--- src/rtl/pulse_sync_rx_multi.sv ---
// Multi-channel edge-event receiver: per-channel synchronizer, edge detect,
// one-cycle pulse, pending flag with acknowledge, and sticky overflow.
module pulse_sync_rx_multi #(
  parameter int CH          = 4,
  parameter int SYNC_STAGES = 3,
  parameter int EDGE_MODE   = 0
) (
  input  logic          clkb,
  input  logic          rst_n,
  input  logic [CH-1:0] async_in,
  input  logic [CH-1:0] evt_ack,
  input  logic          ovf_clr,
  output logic [CH-1:0] evt_pulse,
  output logic [CH-1:0] evt_pend,
  output logic [CH-1:0] ovf,
  output logic          any_pend
);

  if (CH < 1 || CH > 32) begin : g_bad_ch
    $error("pulse_sync_rx_multi: CH out of range 1..32");
  end
  if (SYNC_STAGES < 2 || SYNC_STAGES > 4) begin : g_bad_sync
    $error("pulse_sync_rx_multi: SYNC_STAGES out of range 2..4");
  end
  if (EDGE_MODE < 0 || EDGE_MODE > 2) begin : g_bad_mode
    $error("pulse_sync_rx_multi: EDGE_MODE out of range 0..2");
  end

  logic [CH-1:0] sync_q [SYNC_STAGES];
  logic [CH-1:0] hist;
  logic [CH-1:0] last;
  logic [CH-1:0] detect;
  logic [CH-1:0] pend_n;
  logic [CH-1:0] ovf_n;

  assign last = sync_q[SYNC_STAGES-1];

  always_ff @(posedge clkb or negedge rst_n) begin
    if (!rst_n) begin
      for (int s = 0; s < SYNC_STAGES; s++) begin
        sync_q[s] <= '0;
      end
      hist <= '0;
    end else begin
      sync_q[0] <= async_in;
      for (int s = 1; s < SYNC_STAGES; s++) begin
        sync_q[s] <= sync_q[s-1];
      end
      hist <= last;
    end
  end

  if (EDGE_MODE == 1) begin : g_rise
    assign detect = last & ~hist;
  end else if (EDGE_MODE == 2) begin : g_fall
    assign detect = ~last & hist;
  end else begin : g_any
    assign detect = last ^ hist;
  end

  // A fresh detect beats a same-edge ack; overflow only when unacked.
  always_comb begin
    pend_n = detect | (evt_pend & ~evt_ack);
    ovf_n  = (detect & evt_pend & ~evt_ack)
           | (ovf & {CH{~ovf_clr}});
  end

  always_ff @(posedge clkb or negedge rst_n) begin
    if (!rst_n) begin
      evt_pulse <= '0;
      evt_pend  <= '0;
      ovf       <= '0;
      any_pend  <= 1'b0;
    end else begin
      evt_pulse <= detect;
      evt_pend  <= pend_n;
      ovf       <= ovf_n;
      any_pend  <= |pend_n;
    end
  end

endmodule

--- config.mk ---
export PLATFORM = sky130hd
export DESIGN_NAME = pulse_sync_rx_multi
export DESIGN_NICKNAME = d
export VERILOG_FILES = /design/src/rtl/pulse_sync_rx_multi.sv
export SDC_FILE = /design/constraint.sdc
export NUM_CORES = 1
export LEC_CHECK = 0
export BUFFER_PORTS_ARGS = -buffer_cell sky130_fd_sc_hd__buf_2
export CORE_MARGIN = 2
export CORE_UTILIZATION = 48
export DETAILED_ROUTE_END_ITERATION = 8
export PLACE_DENSITY = 0.74
export REMOVE_ABC_BUFFERS = 1
export SLEW_MARGIN = 20
export SYNTH_ARGS = -nofsm -noshare
export SYNTH_HDL_FRONTEND = slang
export SYNTH_SLANG_ARGS = --single-unit
--- constraint.sdc ---
create_clock -name clkb -period 2 [get_ports clkb]
set_clock_uncertainty 0.15 [all_clocks]
set_input_delay 0.4 -clock clkb [delete_from_list [all_inputs] [get_ports clkb]]
set_output_delay 0.4 -clock clkb [all_outputs]
set_load 0.02 [all_outputs]
# Word-level counts from Yosys, hierarchy flattened
# Index checks and enable logic that the tools add are counted.
# classes
bitwise	9
reduce_logical	1
# ops
op	n
AND 4 bit	4
OR 4 bit	2
inverter 4 bit	1
OR reduction 4 bit	1
XOR 4 bit	1
inverter 1 bit	1
# word_totals
ff_bits	29
inputBits	11
output_inout_bits	13
elab_cells	18

# Logic depth before layout (Yosys ltp)
# depth
word_depth	4
mapped_depth	3
mapped_depth_nobuf	3

# Least setup slack after synthesis
# No wires, ideal clock.
# synth_timing
path_kind	reg-to-reg
startpoint	reg hist[2]
endpoint	reg any_pend
setup_ns	0.138
t_arrival_ns	1.126
t_required_ns	1.712
setup_slack_ns	0.586
path_stages_with_launch	4
path_buffers	0
period_less_slack_ns	1.414
cell_sequence	dfrtp_1 xnor2_2 nand2_2 or4_1
# synth_between
elab_chain_cells	3
# synth_lines
item	line	rtl
start: declaration	30	logic [CH-1:0] hist;
start signal: assignment	49	hist <= last;
XOR 4 bit	58	assign detect = last ^ hist;
OR 4 bit	63	pend_n = detect | (evt_pend & ~evt_ack);
named net pend_n[2]	33	logic [CH-1:0] pend_n;
OR reduction 4 bit	78	any_pend <= |pend_n;
end signal: assignment	78	
end: declaration	16	output logic any_pend
# The timed path passes the listed nets, and every way through them passes these cells.

# Worst setup path after layout
# layout_timing
startpoint	reg sync_q, in the netlist last[0]
endpoint	reg any_pend
# layout_between
elab_chain_cells	3
# layout_lines
item	line	rtl
start: declaration	29	logic [CH-1:0] sync_q [SYNC_STAGES];
start signal: indexed assignment	47	sync_q[s] <= sync_q[s-1];
XOR 4 bit	58	
OR 4 bit	63	
named net pend_n[0]	33	
OR reduction 4 bit	78	
# The timed path passes the listed nets, and every way through them passes these cells.

==> impl_results.md <==
- Maximum number of pins on one net before global-route repair: 30
- Launching point of the worst reg2reg path: last[0]
- Setup Viol. Count Final: 0
- CP max-delay cell: or4_1
- Pre-CTS setup slack: 0.4874 ns
- Final worst slack: 0.4861 ns
- Synth Area in Simple Gates: 5.682%
- Number of buffers added on ports: 23
- Row count: 15
- Final ANT Viol Nets: 0
- Top area cells in the synthesized netlist: dfrtp_1 82%, xnor2_2 3.7%, inv_1 3.4%, nand2b_1 2.8%, o22ai_1 2.8%
- Worst vdd ir: 0.4883 mV
- WS Path Type: register to register
- GPL Wtd Cong: 0.7103
- Final Util: 63.26%
- Diode count: 0
- Top-area cell type share of the netlist area: 82.39%
- Switching Share: 25.90%
- Max Cap Viol: 0
- RSZ-0062 raised after global routing: false
- Final Max Slew Viols: 0
- Post-synth ARST share: 100.0%
- FMAX: 0.6606 GHz
- Total gr overflow: 0
- CP endpoint kind: register
- CTS tree: done
- Worst-Skew Late Latency: 0.30 ns
- Compound-gate portion of the synthesized area: 2.841%
- Net count, final: 96
- Min Tclk post-route: 1.514 ns
- CP Data Required Time: 2.03 ns
- Worst slew pin tran: 0.5862 ns
- Static Leak: 0.0005419 uW
- Total GRT Usage: 13.33%
- Layout cells sized above 1: 39.53%
- Hold WS: 0.04341 ns
- Post-DR vias/cell: 4.333
- Fillers: 139
- Number of distinct library cells after synthesis: 9
- Worst-path clk slew: 0.09 ns
- Fin crit share: 75.69%
- CP Max Fanout: 3
- Post-synthesis adder-cell area fraction: 0%
- Post-synth top cells: 29 x dfrtp_1, 8 x inv_1, 4 x nand2b_1, 4 x o22ai_1, 3 x nand2_1
- Status: complete, no violations
- Iteration-0 DRC Markers: 4
- CP cell instances: xnor2_1 -> nand2_1 -> or4_1
- DR vias: 481
- Pint: 810.2 uW
- Power share of the combinational group: 11.8%
- Die Footprint: 2194 um^2
- Worst EP arrival: 1.54 ns
- HP Start: async_in[0]
- Number of synthesized flops with an enable pin: 0
- Worst Setup SP: last[0]
- Final wirelength: 1124 um
- CTS Sinks: 29
- Pwr per Cell Area: 1001 nW/um^2
- Die H: 46.84 um
- Synthesized area: 880.8 um^2
- Top_reg_cell synth: dfrtp_1
- Largest family of logic cells by synthesized area: simple AND/OR/NAND/NOR gates
- Core area: 1727 um^2
- Final hold viol count: 0
- Sw power: 283.2 uW
- Top delay family on crit path: simple AND/OR/NAND/NOR gates
- Hold Path Class: primary input to register
- Synth Area per Inst: 16.31 um^2
- Sum Neg Setup Slack: 0 ns
- Area delta synth->final: 24.01%
- Root Buffer: clkbuf_4
- Post-synthesis sequential area ratio: 82.39%
- Cell taking the most area after synthesis: dfrtp_1
- Mapped Cells: 54
- First-pass GRT wire length: 1800 um
- TritonCTS Buffers: 5
- Syn. warnings: 0
- Cell with the most instances after synthesis: dfrtp_1
- WL per Instance: 10.13 um
- WP buf/inv: 0
- Vias in the first global route: 458
- Bufs on Longest Clock Path: 2
- DRC: 0
- H-tree Lvls: 2
- Worst Setup Start Kind: register
- First-pass iteration count of the detailed router: 4
- Seq pwr share: 59.4%
- Initial Utilization: 51.01%
- Worst slew margin: 60.92%
- IO Count: 24
- Clk pwr share: 28.8%
- Post-Synth XOR/XNOR Area: 5.682%
- Max incr delay on CP: 0.49 ns
- Die Wd: 46.84 um
- #FFs+latches synth: 29
- Initial antenna violation count: 0
- Post-synthesis mux area share: 0%
==> area by class of cell <==
cell class	instances	area (um^2)	area share, %
well taps	25	31.28	2.864
multi-input cells	17	125.1	11.45
clock inverters	3	17.52	1.604
clock buffers	5	37.54	3.436
inverters	8	30.03	2.749
repair buffers	24	125.1	11.45
flip-flops and latches	29	725.7	66.44
==> cell families (layout without fill, tap and decap cells) <==
kind of cell	after synthesis	count (layout)
xor+xnor	4	4
flops	29	29
compound gates	4	4
simple gates	9	9
buf+inv	8	40
==> routing by layer <==
layer	share of wire (%)	vias to the layer above	GRT usage [%]
li1	-	233	-
met1	38	225	12.21
met2	51	21	21.92
met3	8.8	2	6.154
met4	1.5	0	11.67
met5	0	-	0
==> flip-flops by register name (all words and copies together) (netlist names) <==
signal / cells
sync_q: 8
evt_pend: 4
evt_pulse: 4
hist: 4
last: 4
ovf: 4
any_pend: 1
==> cell usage in the layout (no fill, tap or decap), drive strengths merged <==
master	synthesis	routed
inv	8	8
nand2b	4	4
xnor2	4	4
clkbuf	0	5
buf	0	23
dlygate4sd3	0	1
clkinv	0	2
clkinvlp	0	1
nand2	4	4
o22ai	4	4
dfrtp	29	29
or4	1	1
==> worst paths after layout <==
check                       endpoint  slack, ns  depth (start not counted)
setup / recovery            any_pend       0.49                          3
min in group asynchronous    hist[3]       0.47                          2
max in group asynchronous  sync_q[9]       0.84                          2
hold reg to reg            sync_q[4]       0.21                          0
setup reg to reg            any_pend       0.49                          3
hold / removal             sync_q[8]       0.04                          1
==> power by group through the flow <==
stage	Clock [uW]	Combinational, uW	Sequential [uW]
CTS	331	132	650
global placement	0	128	660
detailed placement	0	130	662
global route	355	146	655
floorplan	0	36.1	698
finish	315	130	649
==> per-stage QoR <==
stage	power [uW]	instances	cell area, um^2
4_1_cts	1113	111	1092
6_report	1093	111	1092
2_1_floorplan	734.0	54	880.8
3_5_place_dp	792.2	102	1027
5_1_grt	1156	111	1092
3_3_place_gp	787.1	102	1027
==> timing repair <==
action,4_1_cts,5_1_grt
gates resized for setup,0,0
endpoints found under the hold margin,29,0
hold buffers,1,0
setup buffers,0,0
(Power assumes the default switching activity.)
